[config.mk]
export PLATFORM = sky130hd
export DESIGN_NAME = morse_key_decoder
export DESIGN_NICKNAME = d
export VERILOG_FILES = /design/src/rtl/morse_pkg.sv /design/src/rtl/morse_tick_gen.sv /design/src/rtl/morse_key_decoder.sv
export SDC_FILE = /design/constraint.sdc
export NUM_CORES = 1
export LEC_CHECK = 0
export CORE_AREA = 8 8 91 93
export DETAILED_ROUTE_END_ITERATION = 12
export DIE_AREA = 0 0 99 101
export PLACE_DENSITY = 0.81
export REMOVE_ABC_BUFFERS = 1
export SYNTH_ARGS = -nofsm -noshare
export SYNTH_HDL_FRONTEND = slang
export SYNTH_SLANG_ARGS = --single-unit
[constraint.sdc]
create_clock -name clk -period 3.3 [get_ports clk]
set_input_delay 0.825 -clock clk [delete_from_list [all_inputs] [get_ports clk]]
set_output_delay 0.825 -clock clk [all_outputs]
set_load 0.05 [all_outputs]
[src/rtl/morse_pkg.sv]
`default_nettype none
// ============================================================================
// Module      : morse_pkg
// Description : Shared types, symbol encodings, threshold defaults and the
//               unit-length helper for the Morse key decoder.
// Revision    : 1.0 - initial release
// ============================================================================
package morse_pkg;

    typedef enum logic [1:0] {
        IDLE      = 2'd0,
        PRESS     = 2'd1,
        GAP       = 2'd2,
        WORD_WAIT = 2'd3
    } state_e;

    localparam logic SYM_DOT  = 1'b0;
    localparam logic SYM_DASH = 1'b1;

    localparam int DEF_MAX_SYM      = 6;
    localparam int DEF_DASH_UNITS   = 2;
    localparam int DEF_LETTER_UNITS = 3;
    localparam int DEF_WORD_UNITS   = 7;

    // Speed code 0 is slowest: unit = base * 8, code 7 gives unit = base.
    function automatic logic [15:0] unit_ms(input int unsigned base, input logic [2:0] sel);
        return 16'(base * (32'd8 - 32'(sel)));
    endfunction

endpackage
`default_nettype wire

[src/rtl/morse_tick_gen.sv]
`default_nettype none
// ============================================================================
// Module      : morse_tick_gen
// Description : 1 ms tick generator (one pulse every TICK_DIV clocks) with a
//               synchronous clear used to re-phase the tick on key edges.
// Revision    : 1.0 - initial release
// ============================================================================
module morse_tick_gen #(
    parameter int TICK_DIV = 100_000
) (
    input  logic clk,
    input  logic rst,
    input  logic clr,
    output logic tick
);

    localparam int CW = (TICK_DIV > 1) ? $clog2(TICK_DIV) : 1;
    localparam logic [CW-1:0] C_LAST = CW'(TICK_DIV - 1);

    logic [CW-1:0] r_cnt;

    always_ff @(posedge clk or posedge rst) begin
        if (rst) begin
            r_cnt <= '0;
        end else if (clr || r_cnt == C_LAST) begin
            r_cnt <= '0;
        end else begin
            r_cnt <= r_cnt + 1'b1;
        end
    end

    assign tick = (r_cnt == C_LAST);

endmodule
`default_nettype wire

[src/rtl/morse_key_decoder.sv]
`default_nettype none
// ============================================================================
// Module      : morse_key_decoder
// Description : Times key presses/gaps in Morse units, assembles letters and
//               emits letter/space tokens over a valid/ready handshake.
//               Optional macro MORSE_DEBOUNCE_EN adds a 5 ms stability filter.
// Revision    : 1.0 - initial release
// ============================================================================
module morse_key_decoder
    import morse_pkg::*;
#(
    parameter int CLK_HZ       = 100_000_000,
    parameter int TICK_DIV     = CLK_HZ / 1000,
    parameter int UNIT_BASE_MS = 20,
    parameter int MAX_SYM      = DEF_MAX_SYM,
    parameter int DASH_UNITS   = DEF_DASH_UNITS,
    parameter int LETTER_UNITS = DEF_LETTER_UNITS,
    parameter int WORD_UNITS   = DEF_WORD_UNITS
) (
    input  logic                           clk,
    input  logic                           rst,
    input  logic                           key,
    input  logic [2:0]                     speed_sel,
    input  logic                           is_active,
    output logic                           out_valid,
    input  logic                           out_ready,
    output logic [MAX_SYM-1:0]             out_pattern,
    output logic [$clog2(MAX_SYM+1)-1:0]   out_len,
    output logic                           out_space,
    output logic                           out_err,
    output logic                           ovf,
    output logic                           key_led
);

    localparam int LW = $clog2(MAX_SYM + 1);

    logic r_key_meta, r_key_sync, r_key_d;
    logic w_key, w_rise, w_fall, w_edge, w_tick, w_unit_tick;

    always_ff @(posedge clk or posedge rst) begin
        if (rst) begin
            r_key_meta <= 1'b0;
            r_key_sync <= 1'b0;
        end else begin
            r_key_meta <= key;
            r_key_sync <= r_key_meta;
        end
    end

    assign key_led = r_key_sync;

`ifdef MORSE_DEBOUNCE_EN
    logic       r_key_flt;
    logic [2:0] r_db_cnt;

    // A level change is accepted only after 5 consecutive ticks of disagreement.
    always_ff @(posedge clk or posedge rst) begin
        if (rst) begin
            r_key_flt <= 1'b0;
            r_db_cnt  <= 3'd0;
        end else if (r_key_sync == r_key_flt) begin
            r_db_cnt <= 3'd0;
        end else if (w_tick) begin
            if (r_db_cnt == 3'd4) begin
                r_key_flt <= r_key_sync;
                r_db_cnt  <= 3'd0;
            end else begin
                r_db_cnt <= r_db_cnt + 3'd1;
            end
        end
    end

    assign w_key = r_key_flt;
`else
    assign w_key = r_key_sync;
`endif

    always_ff @(posedge clk or posedge rst) begin
        if (rst) r_key_d <= 1'b0;
        else     r_key_d <= w_key;
    end

    assign w_rise = w_key & ~r_key_d;
    assign w_fall = ~w_key & r_key_d;
    assign w_edge = w_key ^ r_key_d;

    morse_tick_gen #(
        .TICK_DIV (TICK_DIV)
    ) u_tick_gen (
        .clk  (clk),
        .rst  (rst),
        .clr  (w_edge),
        .tick (w_tick)
    );

    // Duration measurement: ms within the current unit, and whole units since the last edge.
    logic [15:0] r_unit_ms, r_ms;
    logic [3:0]  r_units;

    assign w_unit_tick = w_tick && (r_ms == r_unit_ms - 16'd1);

    always_ff @(posedge clk or posedge rst) begin
        if (rst) begin
            r_unit_ms <= 16'd0;
            r_ms      <= 16'd0;
            r_units   <= 4'd0;
        end else begin
            if (w_rise) r_unit_ms <= unit_ms(UNIT_BASE_MS, speed_sel);
            if (w_edge) begin
                r_ms    <= 16'd0;
                r_units <= 4'd0;
            end else if (w_tick) begin
                if (w_unit_tick) begin
                    r_ms <= 16'd0;
                    if (r_units != 4'd15) r_units <= r_units + 4'd1;
                end else begin
                    r_ms <= r_ms + 16'd1;
                end
            end
        end
    end

    state_e r_state, w_state_next;
    logic   w_append, w_emit_letter, w_emit_space;

    always_ff @(posedge clk or posedge rst) begin
        if (rst) r_state <= IDLE;
        else     r_state <= w_state_next;
    end

    // A threshold tick coinciding with a rising key still emits, then follows the key.
    always_comb begin
        w_state_next  = r_state;
        w_append      = 1'b0;
        w_emit_letter = 1'b0;
        w_emit_space  = 1'b0;
        if (!is_active) begin
            w_state_next = IDLE;
        end else begin
            case (r_state)
                IDLE: begin
                    if (w_rise) w_state_next = PRESS;
                end
                PRESS: begin
                    if (w_fall) begin
                        w_append     = 1'b1;
                        w_state_next = GAP;
                    end
                end
                GAP: begin
                    if (w_unit_tick && r_units == 4'(LETTER_UNITS - 1)) begin
                        w_emit_letter = 1'b1;
                        w_state_next  = w_rise ? PRESS : WORD_WAIT;
                    end else if (w_rise) begin
                        w_state_next = PRESS;
                    end
                end
                WORD_WAIT: begin
                    if (w_unit_tick && r_units == 4'(WORD_UNITS - 1)) begin
                        w_emit_space = 1'b1;
                        w_state_next = w_rise ? PRESS : IDLE;
                    end else if (w_rise) begin
                        w_state_next = PRESS;
                    end
                end
                default: w_state_next = IDLE;
            endcase
        end
    end

    logic [MAX_SYM-1:0] r_pattern;
    logic [LW-1:0]      r_len;
    logic               r_err_pend;
    logic               w_sym;

    assign w_sym = (r_units >= 4'(DASH_UNITS)) ? SYM_DASH : SYM_DOT;

    always_ff @(posedge clk or posedge rst) begin
        if (rst) begin
            r_pattern  <= '0;
            r_len      <= '0;
            r_err_pend <= 1'b0;
        end else if (!is_active || w_emit_letter) begin
            r_pattern  <= '0;
            r_len      <= '0;
            r_err_pend <= 1'b0;
        end else if (w_append) begin
            if (r_len == LW'(MAX_SYM)) begin
                r_err_pend <= 1'b1;
            end else begin
                if (w_sym == SYM_DASH) r_pattern <= r_pattern | (MAX_SYM'(1) << r_len);
                r_len <= r_len + 1'b1;
            end
        end
    end

    // Single-entry holding register; a token arriving while it is stuck is lost.
    logic w_emit, w_accept;

    assign w_emit   = w_emit_letter | w_emit_space;
    assign w_accept = out_valid & out_ready;

    always_ff @(posedge clk or posedge rst) begin
        if (rst) begin
            out_valid   <= 1'b0;
            out_pattern <= '0;
            out_len     <= '0;
            out_space   <= 1'b0;
            out_err     <= 1'b0;
            ovf         <= 1'b0;
        end else if (w_emit) begin
            if (!out_valid || w_accept) begin
                out_valid   <= 1'b1;
                out_pattern <= w_emit_space ? '0 : r_pattern;
                out_len     <= w_emit_space ? '0 : r_len;
                out_space   <= w_emit_space;
                out_err     <= w_emit_space ? 1'b0 : r_err_pend;
            end else begin
                ovf <= 1'b1;
            end
        end else if (w_accept) begin
            out_valid <= 1'b0;
        end
    end

endmodule
`default_nettype wire

==> results.toml, run 1 <==
[status]
outcome = "complete, no violations"

[finish]
n_antenna_cell = 0
synthToLayoutAreaGrowth_pct = 13.75
final_cell_mix = "72 x dfrtp_1, 47 x nand2_1, 33 x nor2_1"
fin_nets = 467
nFillCells = 546
drive_gt1_frac = 0.08296
multi_input_area_um2 = 1989
layout_commonest_cell = "dfrtp_1"
stdcell_count = 528
ff_latch_area_um2 = 1802

[route]
first_pass_iters = 4
drc = 0
wirelength_um = 8080
drtIter0Drc = 207
antenna_left = 0
dr_total_vias = 3087
wl_per_cell_um = 15.30
via_per_inst = 5.847

[clocking]
cts-root-buf = "clkbuf_8"
htreeDepth = 3
clk_latency_ns = 0.35
hold_buffers = 0
post-cts-setup-buffers = 0
clock_path_buffers = 2
clk_pin_slew_ns = 0.08
cts_inserted_buffers = 9
cts_tree = "done"
ctsResizeCount = 0
clock-sinks = 72

[global_route]
busiest_layer = "met2"
met3_usage = 0.03039
antenna_found_initial = 0
globalRouteMet1Util = 0.2146
grt_pass1_vias = 3065
grt_start_max_net_pins = 38
use_met2 = 0.2843
grt_overflow = 0
grtUsageTotal = 0.1724
grt_pass1_wl_um = 13940

[placed_design]
gp_congestion = 0.8622
dpl.cell_count = 513
port_buffers = 21
dp_hpwl_um = 5799

[worst_setup_path]
crit_fanout = 13
startpoint = "r_unit_ms[2]$_DFFE_PP0P_"
critPathArrivalTime_ns = 3.19
crit_type = "register to register"
end_kind = "register"
critPathLaunchType = "register"
timing.rr.start = "r_unit_ms[2]$_DFFE_PP0P_"
crit_required_ns = 3.54

[power_and_ir_drop]
p_per_area_nw_per_um2 = 422.8
ir_drop_mv = 0.3318
power.leakage_nw = 2.080

[synthesis]
yosysSeqAreaShare = 0.4561
synth_edf_count = 0
synth_flop_cell = "dfrtp_1"
syn_avg_cell_area_um2 = 9.518
synthTopCellsByArea = "dfrtp_1 46%, ha_1 5.4%, nand2_1 4.5%, mux2i_1 4.1%, xor2_1 3.5%"
synth_top_area_cell = "dfrtp_1"
synth_warnings = 0
synth_top_area_share = 0.4561
ys_seq_elements = 72
synth_cell_types = 51
synth_cells = 415
synth_area_um2 = 3950
ys_async_sr_fraction = 1.000

[floorplanning]
num_rows = 31
die_h_um = 101
fp.dieW_um = 99
core_area_um2 = 6943
start_util = 0.5689
io_pins = 22
fp.dieArea_um2 = 9999

[sta]
max-slew-margin-rel = 0.6158
worst_slew_pin_slew_ns = 0.5764
report.final.slew_viol_count = 0
rsz0062_at_grt = "false"
post-route-period-util = 0.8947
max_freq_mhz = 338.7
hold_viol_final = 0
finalSetupTns_ns = 0
finalClockSkew_ns = 0.01362
finalSetupViolations = 0
fin_crit_ns = 2.953

[job]
cap_violations = 0

[hold_path]
hp-class = "register to register"
min_from = "r_key_meta$_DFF_PP0_"
-- final cells by class --
type	count	share of cell area
Sequential cell	72	0.4010
Clock buffer	10	0.03063
Multi-Input combinational cell	304	0.4428
Clock inverter	5	0.01810
Tap cell	82	0.02283
Inverter	26	0.02172
Timing Repair Buffer	29	0.06294
-- through the flow --
| step | area [µm²] | hold WS (ns) | total power [W] | setup WS (ns) | utilization |
|---|---|---|---|---|---|
| after CTS | 4493 | 0.3504 | 0.001916 | 0.3978 | 0.6471 |
| after floorplan | 3889 | 0.3312 | 0.001090 | 0.4327 | - |
| after detailed placement | 4274 | 0.3347 | 0.001152 | 0.4222 | 0.6156 |
| after global placement | 4274 | 0.3337 | 0.001142 | 0.5420 | 0.6156 |
| final | 4493 | 0.3490 | 0.001899 | 0.3475 | 0.6471 |
| after global routing | 4493 | 0.3623 | 0.001981 | 0.1895 | 0.6471 |
-- sequential cells by signal (all words and copies together) (netlist names), 3 cells and up --
| register | cells |
|---|---|
| out_len | 3 |
| r_len | 3 |
| r_units | 4 |
| r_ms | 16 |
| u_tick_gen.r_cnt | 17 |
| r_unit_ms | 7 |
| r_pattern | 6 |
| out_pattern | 6 |
-- synth_stat cells (2+ instances only) --
cell and number:
or2_2 2, nand4_1 8, a21o_1 4, nand2_1 47
and4_1 3, dfrtp_1 72, nand2b_1 6, xor2_1 16
a211o_1 3, mux2_2 3, nor3_1 10, a31oi_1 6
inv_1 26, a21oi_1 11, nor4b_1 2, nand3_1 24
or3_1 9, mux2_4 3, nor4_1 6, xnor2_1 13
a211oi_1 2, and3_1 8, nor3b_1 8, clkbuf_1 10
ha_1 17, o21ai_0 20, nor2_1 33, and2_1 5
mux2i_1 16
-- report_power, final --
group          switching, W  total (W)  internal, W
sequential        0.0000309   0.000937     0.000906
clock              0.000321   0.000762     0.000442
combinational      0.000112   0.000200    0.0000886
-- metal layers --
metal  up-vias  share of wire
met5         -              0
met4         0          0.016
met3        17          0.042
met2        77           0.48
met1      1490           0.46
li1       1503              -
-- worst paths after layout --
kind	endpoint	slack, ns	cells after the start
hold / removal	key_led$_DFF_PP0_	0.35	0
setup reg to reg	out_len[1]$_DFFE_PP0P_	0.35	9
setup / recovery	out_len[1]$_DFFE_PP0P_	0.35	9
max in group asynchronous	r_unit_ms[6]$_DFFE_PP0P_	1.88	3
min in group asynchronous	r_ms[11]$_DFFE_PP0N_	0.84	2
hold reg to reg	key_led$_DFF_PP0_	0.35	0
-- logic make-up (layout without fill, tap and decap cells) --
group / count (synthesis) / count (layout) / share of synthesized area
and+or+nand+nor: 177 / 177 / 0.2300
DFF: 72 / 72 / 0.4561
AOI/OAI and AO/OA: 59 / 59 / 0.09503
buffers and inverters: 39 / 70 / 0.04023
xor gates and xnor gates: 29 / 29 / 0.06430
muxes: 22 / 22 / 0.06050
adders and majority gates: 17 / 17 / 0.05385
-- worst max-delay path: stages (launching register included) --
cell	delay, ns
dfrtp_1	0.42
inv_1	0.09
ha_1	0.20
or3b_4	0.42
or3_1	0.38
a211oi_1	0.26
o2111a_2	0.41
nand3_1	0.12
buf_4	0.23
mux2_4	0.30
Power figures use the tool's default switching activity.
==> run 2: changes to the inputs <==
CAP_MARGIN = 20   (was not set)
==> results of run 2 <==
No change in the layout: final DEF, timing and power equal those of run 1.
==> run 3: changes to the inputs <==
GPL_TIMING_DRIVEN = 0   (was not set)
==> run 3 against run 2 <==
- first-iteration DRC count decreased by 21%
- clock power decreased by 6.7%
- sequential share of layout area increased by 0.58 points
- sequential power about the same
- critical path depth decreased by 1
- final area decreased by 1.4%
- non-clock buffer count decreased by 6
- cell count decreased by 0.95%
- die area unchanged
- power decreased by 3.0%
- critical endpoint is now out_len[0]$_DFFE_PP0P_
==> results.toml, run 3 (synthesis gave the netlist of run 1 again) <==
[status]
outcome = "complete, no violations"

[worst_setup_path]
crit_required_ns = 3.54
critPathLaunchType = "register"
crit_fanout = 13
crit_type = "register to register"
end_kind = "register"
critPathArrivalTime_ns = 3.31
reg2reg_depth = 8

[placed_design]
placed_cell_area_um2 = 4204
pre_cts_ws_ns = -0.01567
port_buffers = 21
dp_hpwl_um = 5502
gp_congestion = 0.8630

[power_and_ir_drop]
p_clk_frac = 0.386
p_int_w = 0.001346
p_per_area_nw_per_um2 = 415.8
sequentialPowerShare = 0.508
p_sw_w = 0.0004959
power_frac_comb = 0.106
power.leakage_nw = 2.041
switching_share = 0.2692
ir_drop_mv = 0.2854

[global_route]
grtUsageTotal = 0.1702
grt_pass1_vias = 3033
grt_start_max_net_pins = 73
grt_pass1_wl_um = 13790
antenna_found_initial = 0
grt_overflow = 0

[job]
cap_violations = 0

[clocking]
hold_buffers = 0
clk_latency_ns = 0.35
cts-root-buf = "clkbuf_8"
cts_tree = "done"
cts_inserted_buffers = 9
clock-sinks = 72
clock_path_buffers = 2
clk_pin_slew_ns = 0.08
htreeDepth = 3

[route]
via_per_inst = 5.843
wl_per_cell_um = 14.88
dr_total_vias = 3056
first_pass_iters = 4
drtIter0Drc = 163
drc = 0
wirelength_um = 7781
antenna_left = 0

[sta]
finalSetupTns_ns = 0
report.final.slew_viol_count = 0
worst_slew_pin_slew_ns = 0.8646
hold_viol_final = 0
finalSetupViolations = 0
post-route-period-util = 0.9315
finalClockSkew_ns = 0.01081
fin_crit_ns = 3.074
rsz0062_at_grt = "false"
fin_ws_ns = 0.2261
max_freq_mhz = 325.3
max-slew-margin-rel = 0.4236

[finish]
utilization = 0.6380
largestRegisters = "u_tick_gen.r_cnt: 17 flops, r_ms: 16 flops, r_unit_ms: 7 flops"
final_area_um2 = 4429
fin_nets = 461
layout_commonest_cell = "dfrtp_1"
n_antenna_cell = 0
largest_reg_flops = 17
drive_gt1_frac = 0.07710
synthToLayoutAreaGrowth_pct = 12.13
top_register = "u_tick_gen.r_cnt"
final_cell_mix = "72 x dfrtp_1, 47 x nand2_1, 33 x nor2_1"

[hold_path]
worstHoldPathCells = 0
hp-class = "register to register"

[floorplanning]
fp.dieW_um = 99
fp.dieArea_um2 = 9999
die_h_um = 101
io_pins = 22
num_rows = 31
core_area_um2 = 6943
start_util = 0.5689
-- run 3: cell types whose count changed in the layout (fill, tap and decap cells not counted), sizes merged --
cell and change:
inv +3, bufinv -1, clkbuf -1, buf -6
-- run 3: layout make-up --
class                           count  area (µm²)
Clock inverter                      7       77.57
Fill cell                         564        2514
Sequential cell                    72        1802
Clock buffer                        9       123.9
Timing Repair Buffer               23       222.7
Inverter                           26       100.1
Tap cell                           82       102.6
Multi-Input combinational cell    304        2001
-- run 3: per-stage QoR --
stage / cells / power [W] / hold slack (ns)
2_1_floorplan: 402 / 0.001090 / 0.3312
3_3_place_gp: 505 / 0.001133 / 0.3330
6_report: 523 / 0.001842 / 0.3558
4_1_cts: 521 / 0.001860 / 0.3589
3_5_place_dp: 505 / 0.001144 / 0.3393
5_1_grt: 523 / 0.001929 / 0.3634
-- run 3: repair_timing --
item,CTS,global route
endpoints found under the setup margin,3,1
buffers inserted,0,0
resized for setup,1,1
pin swaps,0,0
-- run 3: path summary, 6_finish.rpt --
kind / startpoint / end / slack [ns]
setup reg to reg: r_unit_ms[2]$_DFFE_PP0P_ / out_len[0]$_DFFE_PP0P_ / 0.23
hold / removal: r_key_meta$_DFF_PP0_ / key_led$_DFF_PP0_ / 0.36
min in group asynchronous: rst / u_tick_gen.r_cnt[11]$_DFF_PP0_ / 1.00
max in group asynchronous: rst / r_unit_ms[7]$_DFFE_PP0P_ / 1.73
hold reg to reg: r_key_meta$_DFF_PP0_ / key_led$_DFF_PP0_ / 0.36
setup / recovery: r_unit_ms[2]$_DFFE_PP0P_ / out_len[0]$_DFFE_PP0P_ / 0.23
-- run 3: power groups by stage --
stage | Clock (W) | Combinational, W | Sequential (W)
CTS | 0.000730 | 0.000194 | 0.000935
floorplan | 0 | 0.000143 | 0.000946
global placement | 0 | 0.000183 | 0.000950
global route | 0.000768 | 0.000221 | 0.000941
finish | 0.000711 | 0.000195 | 0.000935
detailed placement | 0 | 0.000192 | 0.000953
-- run 3: critical path: stages (launching register included) --
cell and delay [ns]:
dfrtp_1 0.43, inv_1 0.09, ha_1 0.20, or3b_4 0.42
or3_1 0.38, a211oi_1 0.25, o2111a_2 0.40, nand3_2 0.36
mux2_4 0.41
-- run 3: metal layers --
| layer | share of wire | global-route usage | vias to the layer above |
|---|---|---|---|
| met4 | 0.015 | 0.07320 | 0 |
| met1 | 0.46 | 0.2143 | 1480 |
| li1 | - | - | 1498 |
| met5 | 0 | 0 | - |
| met2 | 0.48 | 0.2786 | 65 |
| met3 | 0.043 | 0.03315 | 13 |
